--- src/rtl/condicionador_botao_pkg.sv ---
// Shared definitions for the pedestrian button conditioner: FSM state codes,
// default filter/lockout lengths and the press-counter ceiling.
package condicionador_botao_pkg;

   typedef enum logic [1:0] {
      IDLE   = 2'b00,
      FILTRA = 2'b01,
      PRESS  = 2'b10,
      BLOQ   = 2'b11
   } estado_t;

   localparam logic [7:0] DEBOUNCE_DEF = 8'd3;
   localparam logic [7:0] BLOQUEIO_DEF = 8'd4;
   localparam logic [7:0] CONTAGEM_MAX = 8'd255;

endpackage

--- src/rtl/condicionador_botao_sincronizador.sv ---
// Two-flop synchronizer bringing the asynchronous button line into the clk domain.
module sincronizador (
   input  logic clk,
   input  logic rst,
   input  logic d,
   output logic q
);

   logic ff_p0;
   logic ff_p1;

   always_ff @(posedge clk or posedge rst) begin
      if (rst) begin
         ff_p0 <= 1'b0;
         ff_p1 <= 1'b0;
      end else begin
         ff_p0 <= d;
         ff_p1 <= ff_p0;
      end
   end

   assign q = ff_p1;

endmodule

--- src/rtl/condicionador_botao.sv ---
// Pedestrian button conditioner: synchronize, debounce, emit one bt pulse per
// accepted press, then lock out re-triggers for BLOQUEIO cycles after release.
module condicionador_botao
   import condicionador_botao_pkg::*;
#(
   parameter logic [7:0] DEBOUNCE = DEBOUNCE_DEF,
   parameter logic [7:0] BLOQUEIO = BLOQUEIO_DEF
) (
   input  logic       clk,
   input  logic       rst,
   input  logic       bt_raw,
   output logic       bt,
   output logic [7:0] contagem,
   output logic [1:0] estado
);

   function automatic logic [7:0] sat_inc(input logic [7:0] v);
      return (v == CONTAGEM_MAX) ? v : v + 8'd1;
   endfunction

   logic       bt_s;
   estado_t    state;
   logic [7:0] cnt;

   sincronizador u_sinc (
      .clk (clk),
      .rst (rst),
      .d   (bt_raw),
      .q   (bt_s)
   );

   // bt is asserted only on the transition into PRESS, so holding the button
   // keeps the FSM in PRESS without generating further pulses.
   always_ff @(posedge clk or posedge rst) begin
      if (rst) begin
         state    <= IDLE;
         cnt      <= 8'd0;
         bt       <= 1'b0;
         contagem <= 8'd0;
      end else begin
         bt <= 1'b0;
         case (state)
            IDLE: begin
               if (bt_s) begin
                  if (DEBOUNCE == 8'd1) begin
                     state    <= PRESS;
                     cnt      <= 8'd0;
                     bt       <= 1'b1;
                     contagem <= sat_inc(contagem);
                  end else begin
                     state <= FILTRA;
                     cnt   <= 8'd1;
                  end
               end
            end
            FILTRA: begin
               if (!bt_s) begin
                  state <= IDLE;
                  cnt   <= 8'd0;
               end else if (cnt + 8'd1 == DEBOUNCE) begin
                  state    <= PRESS;
                  cnt      <= 8'd0;
                  bt       <= 1'b1;
                  contagem <= sat_inc(contagem);
               end else begin
                  cnt <= cnt + 8'd1;
               end
            end
            PRESS: begin
               if (!bt_s) begin
                  state <= (BLOQUEIO == 8'd0) ? IDLE : BLOQ;
                  cnt   <= 8'd0;
               end
            end
            BLOQ: begin
               if (cnt + 8'd1 == BLOQUEIO) begin
                  state <= IDLE;
                  cnt   <= 8'd0;
               end else begin
                  cnt <= cnt + 8'd1;
               end
            end
            default: begin
               state <= IDLE;
               cnt   <= 8'd0;
            end
         endcase
      end
   end

   assign estado = state;

endmodule

--- config.mk ---
export PLATFORM = sky130hd
export DESIGN_NAME = condicionador_botao
export DESIGN_NICKNAME = d
export VERILOG_FILES = /design/src/rtl/condicionador_botao_pkg.sv /design/src/rtl/condicionador_botao_sincronizador.sv /design/src/rtl/condicionador_botao.sv
export SDC_FILE = /design/constraint.sdc
export NUM_CORES = 1
export LEC_CHECK = 0
export ABC_CLOCK_PERIOD_IN_PS = 4400
export BUFFER_PORTS_ARGS = -buffer_cell sky130_fd_sc_hd__buf_4
export CAP_MARGIN = 20
export CELL_PAD_IN_SITES_DETAIL_PLACEMENT = 2
export CELL_PAD_IN_SITES_GLOBAL_PLACEMENT = 2
export CORE_AREA = 2 2 60 62
export DETAILED_ROUTE_END_ITERATION = 8
export DIE_AREA = 0 0 62 64
export PLACE_DENSITY = 0.86
export SYNTH_ARGS = -nofsm -noshare
export SYNTH_HDL_FRONTEND = slang
export SYNTH_SLANG_ARGS = --single-unit
--- constraint.sdc ---
create_clock -name clk -period 4.4 [get_ports clk]
set_clock_uncertainty 0.15 [all_clocks]
set_input_delay 0.22 -clock clk [delete_from_list [all_inputs] [get_ports clk]]
set_output_delay 0.22 -clock clk [all_outputs]
set_load 0.05 [all_outputs]
==> reports/results.ini <==
[status]
status=finished clean

[setup_path]
reg2reg_depth=6
cp-end-kind=flip-flop
crit_top_cell=nor4_1
slowest_delay_ns=0.50
worstReg2RegEnd=contagem[7]
r2r_slack_ns=1.84
critPathMaxFanout=14
timing.rr.start=cnt[0]
worstPathRequired_ns=4.52
startpoint_type=flip-flop
slowest_stage=dfrtp_1
cp_data_arrival_time_ns=2.67
worstSetupPathType=reg -> reg
path_cells=ha_1, and3_2, nor4_1, o32ai_2, nor4_1, xor2_1

[pwr]
p_clk_frac=0.159
power_switching_mw=0.314
p_leak_nw=0.651
power_frac_seq=0.434
p_int_mw=0.347
p_sw_frac=0.475
vdd_drop_max_mv=0.260
pwr-share-comb=0.407
power-per-cell-area_nw_per_um2=476

[synthesis]
yosysWarnings=0
ys_async_sr_fraction=1.00
synth_area_leaders=dfrtp_1, xor2_1, buf_6
ys.flop_type=dfrtp_1
syn-cell-area_um2=1240
synthAdderAreaFrac=0.0303
synth_edf_count=0
yosys.area.top_type=dfrtp_1
ys_seq_area_frac=0.424
syn-instance-count=125
ys_types=41
yosys.area.top_type_share=0.424
muxShareOfSynthArea=0.0202
synth_compound_gate_area_share=0.132
synth_simple_gate_area_frac=0.272
syn-num-nets=131
synth_top_family_by_area=simple AND/OR/NAND/NOR gates
synth_xor_area_frac=0.0636
synth-seq-cells=21
avgSynthCellArea_um2=9.92

[sta]
setup_viol_count_final=0
worst_pin_slew_ns=1.01
max_slew_margin=0.324
period_needed_ns=2.56
max_freq_ghz=0.391
fin_crit_sh=0.581
finalWorstSetupSlack_ns=1.84
maxSlewViolCount=0
tns_ns=0
hold_viol_final=0
rsz0062_at_grt=false

[clocking]
htree_levels=1
cts.sinks=21
clk_pin_slew_worst_paths_ns=0.15
cts_tree=yes
ctsResizeCount=0
insertion_delay_ns=0.33
cts-root-buf=clkbuf_4
post-cts-setup-buffer-count=0
clock_path_buffers=2
cts_buffers=3

[route]
routed_wl_mm=3.49
routed-via-count=1034
wl_per_cell_um=18.8
ant_nets=0
drc=0
dr.pass1.iters=4
via_per_inst=5.59
drt_iter0_markers=40

[floorplan]
coreArea_um2=3280
die_area_um2=3970
die_w_um=62
rows=21
ios=14
initial_core_util=0.378
die_h_um=64

[placed_design]
dp_worst_setup_slack_ns=1.84
place.gp.congestion=0.829
hpwl_mm=2.54
port-buffer-count=13

[global_route]
grt_pass1_vias=1178
antenna_found_initial=0
grt_max_degree=22
grt_first_pass_wirelength_mm=5.89
grt_overflow=0
gr-usage-all-layers=0.201

[final_layout]
drive_above_1_share=0.216
finalNetCount=146
synthToLayoutAreaGrowth_pct=12.0
register_area_um2=526
n_antenna_cell=0
num-fill-cells=357
multi_input_area_um2=643

[hold_path]
hold_path_class=reg -> reg
worstHoldEndpoint=u_sinc.q
hold_depth=0
hp-start=u_sinc.ff_p0

[flow_run]
maxCapViolCount=0

==> power by group through the flow <==
stage | logic [mW] | registers [mW] | clock network (mW)
floorplan | 0.163 | 0.320 | 0
global placement | 0.258 | 0.282 | 0
detailed placement | 0.271 | 0.289 | 0
CTS | 0.274 | 0.287 | 0.107
global route | 0.293 | 0.295 | 0.116
finish | 0.269 | 0.287 | 0.105
==> cell type report <==
class | instances | area share
Tap cell | 46 | 0.0414
Timing Repair Buffer | 15 | 0.0847
Clock inverter | 1 | 0.00541
Inverter | 4 | 0.0108
Multi-Input combinational cell | 95 | 0.463
Clock buffer | 3 | 0.0162
Sequential cell | 21 | 0.378
==> cell usage after synthesis, types with 2 or more instances <==
cell type and n:
xor2_1 9, o21ai_0 5, nand4_1 3, nand2_1 10, a21oi_1 4, ha_1 3
a31oi_1 3, nor4_1 3, nor3_1 7, inv_1 4, and2_1 2, nor2_1 9
dfrtp_1 21, buf_6 5, o21ai_1 3, nand3_1 9
==> how the worst max path moves through the flow <==
stage | slack [ns] | start | end | cells after the start
detailed placement | 1.84 | cnt[0] | contagem[7] | 6
CTS | 1.81 | cnt[0] | contagem[7] | 6
global route | 1.70 | cnt[0] | contagem[7] | 6
floorplan | 2.34 | cnt[0] | contagem[1] | 6
global placement | 2.00 | cnt[0] | contagem[1] | 5
finish | 1.84 | cnt[0] | contagem[7] | 6
==> per-layer routing <==
layer / track usage / vias to the layer above / share of wire
met5: 0 / - / 0
met4: 0.0585 / 0 / 0.015
met3: 0.0324 / 6 / 0.027
met2: 0.342 / 21 / 0.53
met1: 0.253 / 525 / 0.43
li1: - / 482 / -
==> through the flow <==
step | total power [mW] | util | cell area (µm²) | instances | hold slack, ns
6_report | 0.661 | 0.423 | 1390 | 185 | 0.246
3_5_place_dp | 0.560 | 0.408 | 1340 | 179 | 0.182
3_3_place_gp | 0.540 | 0.408 | 1340 | 179 | 0.180
4_1_cts | 0.669 | 0.423 | 1390 | 185 | 0.224
5_1_grt | 0.704 | 0.423 | 1390 | 185 | 0.250
2_1_floorplan | 0.483 | - | 1240 | 125 | 0.0465
==> sequential cells by signal (all words and copies together) (netlist names), named ones only <==
name and flops:
u_sinc.ff_p0 1, estado 1, contagem 8, bt 1
u_sinc.q 1, cnt 8
==> logic make-up (layout without fill, tap and decap cells) <==
logic type | count (synthesis) | in the layout
buf+inv | 9 | 23
mux | 2 | 2
xor+xnor | 9 | 9
simple gates | 58 | 58
compound gates | 23 | 23
flops | 21 | 21
fa+ha+maj | 3 | 3
==> placed cells by master (no fill, tap or decap), types with 2 or more instances in the layout <==
| master | n |
|---|---|
| and2_1 | 2 |
| nor3_1 | 7 |
| ha_1 | 3 |
| xor2_1 | 9 |
| nand4_1 | 3 |
| nand3_1 | 9 |
| buf_4 | 13 |
| o21ai_0 | 5 |
| a31oi_1 | 3 |
| dfrtp_1 | 21 |
| nor4_1 | 3 |
| o21ai_1 | 3 |
| inv_1 | 4 |
| nor2_1 | 9 |
| dlygate4sd3_1 | 2 |
| clkbuf_4 | 3 |
| a21oi_1 | 4 |
| nand2_1 | 10 |
==> critical path: cells and delay by family (launching register included) <==
family                     cells  cell delay, ns
and+or+nand+nor                3            1.03
DFF                            1            0.50
adders and majority gates      1            0.33
AOI/OAI and AO/OA              1            0.32
xor gates and xnor gates       1            0.18
==> what timing repair did <==
item / in CTS / in global routing
hold buffers: 2 / 0
endpoints found under the setup margin: 0 / 0
endpoints found under the hold margin: 22 / 0
Power figures use the tool's default switching activity.
